===== config.mk =====
export PLATFORM = sky130hd
export DESIGN_NAME = rs_issue_scheduler
export DESIGN_NICKNAME = d
export VERILOG_FILES = /design/src/rtl/rs_pkg.sv /design/src/rtl/rs_oldest_select.sv /design/src/rtl/rs_issue_scheduler.sv
export SDC_FILE = /design/constraint.sdc
export NUM_CORES = 1
export LEC_CHECK = 0
export BUFFER_PORTS_ARGS = -buffer_cell sky130_fd_sc_hd__buf_2
export CAP_MARGIN = 40
export CORE_MARGIN = 8
export CORE_UTILIZATION = 30
export DETAILED_ROUTE_END_ITERATION = 6
export PLACE_DENSITY = 0.48
export RECOVER_POWER = 100
export SYNTH_ARGS = -nofsm -noshare
export SYNTH_HDL_FRONTEND = slang
export SYNTH_SLANG_ARGS = --single-unit

===== constraint.sdc =====
create_clock -name clk -period 9.15 [get_ports clk]
set_input_delay 1.3725 -clock clk [delete_from_list [all_inputs] [get_ports clk]]
set_output_delay 1.3725 -clock clk [all_outputs]
set_load 0.005 [all_outputs]

===== src/rtl/rs_pkg.sv =====
// rs_pkg: shared sizes and entry record for the ALU reservation-station scheduler
package rs_pkg;
    localparam int ALU  = 5;
    localparam int ROB  = 3;
    localparam int AGEW = 3;
    typedef logic [ROB:0]    rs_tag_t;
    typedef logic [AGEW-1:0] rs_age_t;
    typedef struct packed {
        logic    busy;
        rs_tag_t tag1;
        logic    rdy1;
        rs_tag_t tag2;
        logic    rdy2;
        rs_age_t age;
    } rs_entry_t;
endpackage


===== src/rtl/rs_oldest_select.sv =====
// rs_oldest_select: picks the ready entry with the largest age and reports that age
module rs_oldest_select
    import rs_pkg::*;
(
    input  logic [ALU:0]            ready,
    input  logic [(ALU+1)*AGEW-1:0] ages,
    output logic [ALU:0]            grant,
    output logic [AGEW-1:0]         issued_age
);
    logic found;
    // linear max scan; live ages are distinct so the winner is unique
    always_comb begin
        grant      = '0;
        issued_age = '0;
        found      = 1'b0;
        for (int i = 0; i <= ALU; i++) begin
            if (ready[i] && (!found || ages[i*AGEW +: AGEW] > issued_age)) begin
                grant      = '0;
                grant[i]   = 1'b1;
                issued_age = ages[i*AGEW +: AGEW];
                found      = 1'b1;
            end
        end
    end
endmodule


===== src/rtl/rs_issue_scheduler.sv =====
// rs_issue_scheduler: tracks ALU station occupancy/readiness and issues the oldest ready entry
module rs_issue_scheduler
    import rs_pkg::*;
(
    input  logic         clk,
    input  logic         reset,
    input  logic [ALU:0] allocRequests,
    input  logic [ROB:0] src1Tag,
    input  logic         src1Ready,
    input  logic [ROB:0] src2Tag,
    input  logic         src2Ready,
    input  logic         cdbValid,
    input  logic [ROB:0] cdbTag,
    input  logic         flush,
    input  logic         issueReady,
    output logic [ALU:0] ALUBusyVector,
    output logic         issueValid,
    output logic [ALU:0] issueGrant
);
    rs_entry_t               ent [ALU:0];
    logic [ALU:0]            busy, ready;
    logic [(ALU+1)*AGEW-1:0] ages;
    rs_age_t                 issued_age;
    logic                    fire, alloc_ok, age_ok;

    // flatten entry state into vectors for selection and output
    always_comb begin
        busy  = '0;
        ready = '0;
        ages  = '0;
        for (int i = 0; i <= ALU; i++) begin
            busy[i]                = ent[i].busy;
            ready[i]               = ent[i].busy & ent[i].rdy1 & ent[i].rdy2;
            ages[i*AGEW +: AGEW]   = ent[i].age;
        end
    end

    assign ALUBusyVector = busy;
    assign issueValid    = |ready;
    assign fire          = issueValid & issueReady;
    assign alloc_ok      = |(allocRequests & ~busy);

    rs_oldest_select u_sel (
        .ready      (ready),
        .ages       (ages),
        .grant      (issueGrant),
        .issued_age (issued_age)
    );

    // entry update: reset > flush > allocate > issue > wakeup/age
    always_ff @(posedge clk) begin
        for (int i = 0; i <= ALU; i++) begin
            if (reset) begin
                ent[i] <= '0;
            end else if (flush) begin
                ent[i].busy <= 1'b0;
                ent[i].age  <= '0;
            end else if (allocRequests[i] && !ent[i].busy) begin
                ent[i].busy <= 1'b1;
                ent[i].tag1 <= src1Tag;
                ent[i].rdy1 <= src1Ready | (cdbValid && cdbTag == src1Tag);
                ent[i].tag2 <= src2Tag;
                ent[i].rdy2 <= src2Ready | (cdbValid && cdbTag == src2Tag);
                ent[i].age  <= '0;
            end else if (ent[i].busy) begin
                if (fire && issueGrant[i]) begin
                    ent[i].busy <= 1'b0;
                end else begin
                    if (cdbValid && ent[i].tag1 == cdbTag) ent[i].rdy1 <= 1'b1;
                    if (cdbValid && ent[i].tag2 == cdbTag) ent[i].rdy2 <= 1'b1;
                    ent[i].age <= ent[i].age + rs_age_t'(alloc_ok)
                                  - rs_age_t'(fire && ent[i].age > issued_age);
                end
            end
        end
    end

    // live ages must be distinct and below the occupancy count
    always_comb begin
        age_ok = 1'b1;
        for (int i = 0; i <= ALU; i++) begin
            if (busy[i]) begin
                if (int'(ent[i].age) >= $countones(busy)) age_ok = 1'b0;
                for (int j = i + 1; j <= ALU; j++)
                    if (busy[j] && ent[j].age == ent[i].age) age_ok = 1'b0;
            end
        end
    end

    a_alloc_onehot: assert property (@(posedge clk) disable iff (reset) $onehot0(allocRequests));
    a_alloc_free:   assert property (@(posedge clk) disable iff (reset || flush) (allocRequests & busy) == '0);
    a_grant_onehot: assert property (@(posedge clk) disable iff (reset) $onehot0(issueGrant));
    a_grant_busy:   assert property (@(posedge clk) disable iff (reset) (issueGrant & ~busy) == '0);
    a_age_ok:       assert property (@(posedge clk) disable iff (reset) age_ok);
endmodule


==> flow_metrics.tcl, run 1 <==
set metrics [dict create \
    die_h_microns 156 \
    start_util_pct 30.4 \
    hold_viol 0 \
    ioPinCount 38 \
    nets 694 \
    finalClockSkew_ps 8.38 \
    post-route-min-period_ps 8690 \
    core_sq_um 19400 \
    clock.fmax_mhz 115 \
    dieArea_sq_um 24400 \
    fill_cells 2005 \
    viasPerCell 4.87 \
    clk_latency_ps 340 \
    grt_max_degree 25 \
    wl_per_cell_microns 17.4 \
    largest_reg_flops 84 \
    cp-start-kind "register" \
    synth_cells 585 \
    powerDensity_nw_per_um2 143 \
    dp_hpwl_microns 11800 \
    area_growth_pct 15.7 \
    synthesis.nets 656 \
    first_global_vias 4430 \
    hp-class "reg -> reg" \
    holdPathStages 3 \
    slew_headroom_pct 41.9 \
    regToRegSetupSlack_ps 460 \
    synth_area_sq_um 5890 \
    status "finished clean" \
    cts_made_buffers 9 \
    endpoint_kind "register" \
    wl_microns 15500 \
    final_common_cell "edfxtp_1" \
    min_from "ent[2][4]" \
    first_iter_violations 256 \
    slowest_delay_ps 410 \
    whs_ps 767 \
    crit_type "reg -> reg" \
    n_antenna_cell 0 \
    holdBufCountCts 0 \
    clk_path_buf_depth 2 \
    grt_antenna_before_repair 1 \
    grt_pass1_wl_microns 24500 \
    worstPathRequired_ps 9250 \
    arrival_ps 8790 \
    htreeDepth 3 \
    largest-register "ent" \
    power.total_uw 973 \
    synth-seq-area-share_pct 42.8 \
    synth-seq-cells 84 \
    path_clk_slew_ps 70 \
    cts_root_buf "clkbuf_16" \
    reg_top3 "ent: 84 flops" \
    via_count 4353 \
    grt_use_total_pct 13.1 \
    tightest_slew_ps 872 \
    dr.pass1.iters 4 \
    dieWidth_microns 156 \
    cts_tree "done" \
    setup_viol 0 \
    grt-ovfl-total 0 \
    syn_avg_cell_area_sq_um 10.1 \
    rows 51 \
    r2r-end "ent[4][2]" \
    cts_sinks 84 \
    p_leak_nw 2.85 \
    final.period_utilization_pct 95.0 \
    max_cap_violations 0 \
    gp_congestion 0.862 \
    reg2reg_from "ent[0][8]" \
    ys_types 60 \
    reg2reg_depth 46 \
    whs_endpoint "ent[2][3]" \
    drive_above_1_share_pct 17.4 \
    slew_viol_final 0 \
    drcViolationCount 0 \
    port_buffers 37 \
    postRouteAntennaNets 0 \
    cpMaxStageDelayCell "fa_1" \
    yosysWarnings 0 \
    crit_top_cell "ha_1" \
    layout_common_cells "edfxtp_1, inv_1, nor2_1" \
    critPathMaxFanout 6 \
    ir_drop_uv 90.6 \
]
-- Yosys cell counts (all sizes together) --
library cell | instances | area share (%)
edfxtp | 84 | 43
inv | 48 | 3.1
nor2 | 44 | 2.8
ha | 40 | 8.5
xor2 | 40 | 5.9
and3 | 38 | 4.3
nand2 | 36 | 2.4
xnor2 | 28 | 4.2
o21ai | 25 | 2.4
a21oi | 23 | 2.0
and2 | 21 | 2.2
nand3 | 21 | 1.9
clkbuf | 19 | 1.2
nand4 | 16 | 1.8
nor3 | 13 | 1.1
buf | 10 | 1.1
o31ai | 10 | 1.6
nor4 | 9 | 0.96
nand2b | 8 | 0.85
fa | 6 | 2.0
a21o | 5 | 0.64
a31oi | 5 | 0.89
nor2b | 5 | 0.53
or2 | 4 | 0.42
a22o | 3 | 0.59
nand3b | 3 | 0.38
a211oi | 2 | 0.47
mux2 | 2 | 0.38
o21a | 2 | 0.25
o32ai | 2 | 0.30
or3 | 2 | 0.21
a21boi | 1 | 0.13
a221oi | 1 | 0.15
a22oi | 1 | 0.13
a311o | 1 | 0.17
a311oi | 1 | 0.15
a32o | 1 | 0.17
and3b | 1 | 0.15
mux2i | 1 | 0.17
o211a | 1 | 0.17
o211ai | 1 | 0.21
o22ai | 1 | 0.21
-- worst max-delay path: cells and delay by family (launching register included) --
kind | cells | cell delay [ps]
AO/OA/AOI/OAI | 18 | 2930
adder cells (fa/ha/maj) | 9 | 2570
AND/OR/NAND/NOR | 13 | 1690
flip-flops | 1 | 390
multiplexers | 1 | 370
XOR/XNOR | 2 | 310
buffers and inverters | 3 | 180
-- area by class of cell --
type / count / area (sq um) / area share (%)
clock buffer: 9 / 225 / 3.30
clock inverter: 7 / 42.5 / 0.624
inverter: 48 / 180 / 2.64
multi-input combinational: 424 / 3200 / 46.9
sequential: 84 / 2520 / 37.0
tap: 265 / 332 / 4.86
timing repair buffer: 56 / 315 / 4.63
-- logic make-up after synthesis --
| group | count (synthesis) | synth area share (%) |
|---|---|---|
| AOI/OAI and AO/OA | 86 | 10.6 |
| muxes | 3 | 0.552 |
| adders and majority gates | 46 | 10.5 |
| xor gates and xnor gates | 68 | 10.1 |
| DFF | 84 | 42.8 |
| buffers and inverters | 77 | 5.37 |
| and+or+nand+nor | 221 | 20.0 |
-- worst max path at each step --
stage,startpoint,to,depth (start not counted)
4_1_cts,ent[0][8],ent[5][2],43
2_1_floorplan,ent[0][13],ent[4][2],46
3_5_place_dp,ent[0][8],ent[5][2],43
6_report,ent[0][8],ent[4][2],46
5_1_grt,ent[0][8],ent[3][2],47
3_3_place_gp,ent[0][8],ent[5][2],43
-- through the flow --
| stage | setup WS (ps) | instances | util (%) | area (sq um) | TNS, ps |
|---|---|---|---|---|---|
| 5_1_grt | -116 | 893 | 35.1 | 6820 | -454 |
| 4_1_cts | 111 | 885 | 34.2 | 6640 | 0 |
| 6_report | 455 | 893 | 35.1 | 6820 | 0 |
| 2_1_floorplan | 446 | 585 | - | 5890 | 0 |
| 3_5_place_dp | -18.0 | 869 | 32.8 | 6370 | -18.0 |
| 3_3_place_gp | 135 | 868 | 32.7 | 6350 | 0 |
-- report_power, final --
part	internal (mW)	switching [mW]	leakage, nW	total (mW)
clock network	0.182	0.152	0.131	0.335
registers	0.452	0.0176	0.911	0.469
logic	0.0682	0.101	1.81	0.169
-- layer usage --
layer / global-route usage (%) / part of all wire, % / vias to the layer above / wire length (microns)
li1: - / - / 2156 / -
met1: 15.8 / 43 / 2074 / 6690
met2: 22.9 / 50 / 92 / 7800
met3: 2.11 / 3.9 / 29 / 598
met4: 4.99 / 2.5 / 2 / 392
met5: 0 / 0.077 / - / 12
-- repair_timing --
action,CTS,global route
hold endpoints to repair,0,0
pin swaps,0,10
endpoints found under the setup margin,1,18
resized for setup,1,31
setup buffers,0,8
(Power assumes the default switching activity.)
==> run 2, diff against run 1 <==
- PLACE_DENSITY: 0.48 -> 0.46
- clock period: 9.15 -> 11 ns (I/O delays scaled with it)
==> flow_metrics.tcl, run 2 (synthesis results as in run 1) <==
set metrics [dict create \
    htreeDepth 3 \
    wl_microns 15700 \
    max_cap_violations 0 \
    start_util_pct 30.4 \
    largest-register "ent" \
    port_buffers 37 \
    powerDensity_nw_per_um2 123 \
    busiest_layer "met2" \
    p_leak_nw 2.67 \
    clock.fmax_mhz 100 \
    holdBufCountCts 0 \
    slew_viol_final 0 \
    core_sq_um 19400 \
    die_h_microns 156 \
    ioPinCount 38 \
    ir_drop_uv 74.8 \
    dieArea_sq_um 24400 \
    grt_use_total_pct 13.3 \
    cts_root_buf "clkbuf_16" \
    cts_resized 0 \
    final_cells 875 \
    grt_antenna_before_repair 0 \
    hp-class "reg -> reg" \
    final_common_cell "edfxtp_1" \
    rows 51 \
    first_iter_violations 250 \
    final.period_utilization_pct 90.8 \
    viasPerCell 4.86 \
    gp_congestion 0.822 \
    first_global_vias 4435 \
    endpoint_kind "register" \
    layout_common_cells "edfxtp_1, inv_1, nor2_1" \
    clk_path_buf_depth 2 \
    path_clk_slew_ps 60 \
    final_util_pct 33.4 \
    setup_viol 0 \
    nets 676 \
    arrival_ps 10080 \
    post-route-min-period_ps 9990 \
    cts_made_buffers 9 \
    cts_tree "done" \
    finalClockSkew_ps 11.1 \
    wl_per_cell_microns 18.0 \
    hold_viol 0 \
    met2_usage_pct 23.8 \
    cts_sinks 84 \
    largest_reg_flops 84 \
    slew_headroom_pct 1.96 \
    power.total_uw 796 \
    critPathMaxFanout 11 \
    dp_hpwl_microns 11800 \
    crit_type "reg -> reg" \
    cpMaxStageDelayCell "o31ai_1" \
    placed_area_sq_um 6280 \
    worstPathRequired_ps 11100 \
    fill_cells 2028 \
    slowest_delay_ps 680 \
    via_count 4253 \
    post_cts_buffers 0 \
    place_ws_ps 1200 \
    dr.pass1.iters 6 \
    grt_pass1_wl_microns 24400 \
    area_growth_pct 10.0 \
    worst_slack_ps 1010 \
    dieWidth_microns 156 \
    reg_top3 "ent: 84 flops" \
    finalSetupTns_ps 0 \
    drive_above_1_share_pct 8.36 \
    status "finished clean" \
    dp.cells 859 \
    tightest_slew_ps 1470 \
    use_met1_pct 15.7 \
    design_area_sq_um 6480 \
    rsz0062_at_grt "no" \
    grt_max_degree 30 \
    grt-ovfl-total 0 \
    globalRouteMet3Util_pct 2.41 \
    postRouteAntennaNets 0 \
    crit_top_cell "ha_1" \
    whs_ps 715 \
    clk_latency_ps 350 \
    drcViolationCount 0 \
    n_antenna_cell 0 \
    cp-start-kind "register" \
]
[run 2: worst paths after layout]
path,startpoint,end,slack [ps],cells past startpoint
hold reg to reg,ent[0][2],ent[0][2],710,2
setup reg to reg,ent[0][13],ent[0][2],1010,44
setup / recovery,ent[0][13],ent[0][2],1010,44
hold / removal,ent[0][2],ent[0][2],710,2
[run 2: cell type report]
class	count	area (sq um)	share of cell area, %
multi-input cells	424	3010	46.5
flip-flops and latches	84	2520	38.9
well taps	265	332	5.11
clock buffers	12	236	3.65
inverters	48	180	2.78
repair buffers	38	174	2.68
clock inverters	4	26.3	0.405
[run 2: routing by layer]
layer  up-vias  routed length, microns  part of all wire, %
met5         -                       0                    0
met4         0                     210                  1.3
met3        14                     458                  2.9
met2        76                    8050                   51
met1      2050                    7010                   45
li1       2113                       -                    -
[run 2: critical path, delay by kind of cell, from the launching register on]
family / cells / cell delay [ps]
XOR/XNOR: 2 / 340
AND/OR/NAND/NOR: 10 / 1770
AO/OA/AOI/OAI: 19 / 4220
buffers and inverters: 4 / 270
adder cells (fa/ha/maj): 9 / 2600
flip-flops: 1 / 540
[run 2: report_power, final]
group	total, mW	internal (mW)	switching [mW]	leakage [nW]
logic	0.129	0.0492	0.0802	1.63
registers	0.391	0.376	0.0154	0.911
clock network	0.275	0.153	0.122	0.128
total	0.796	0.578	0.218	2.67
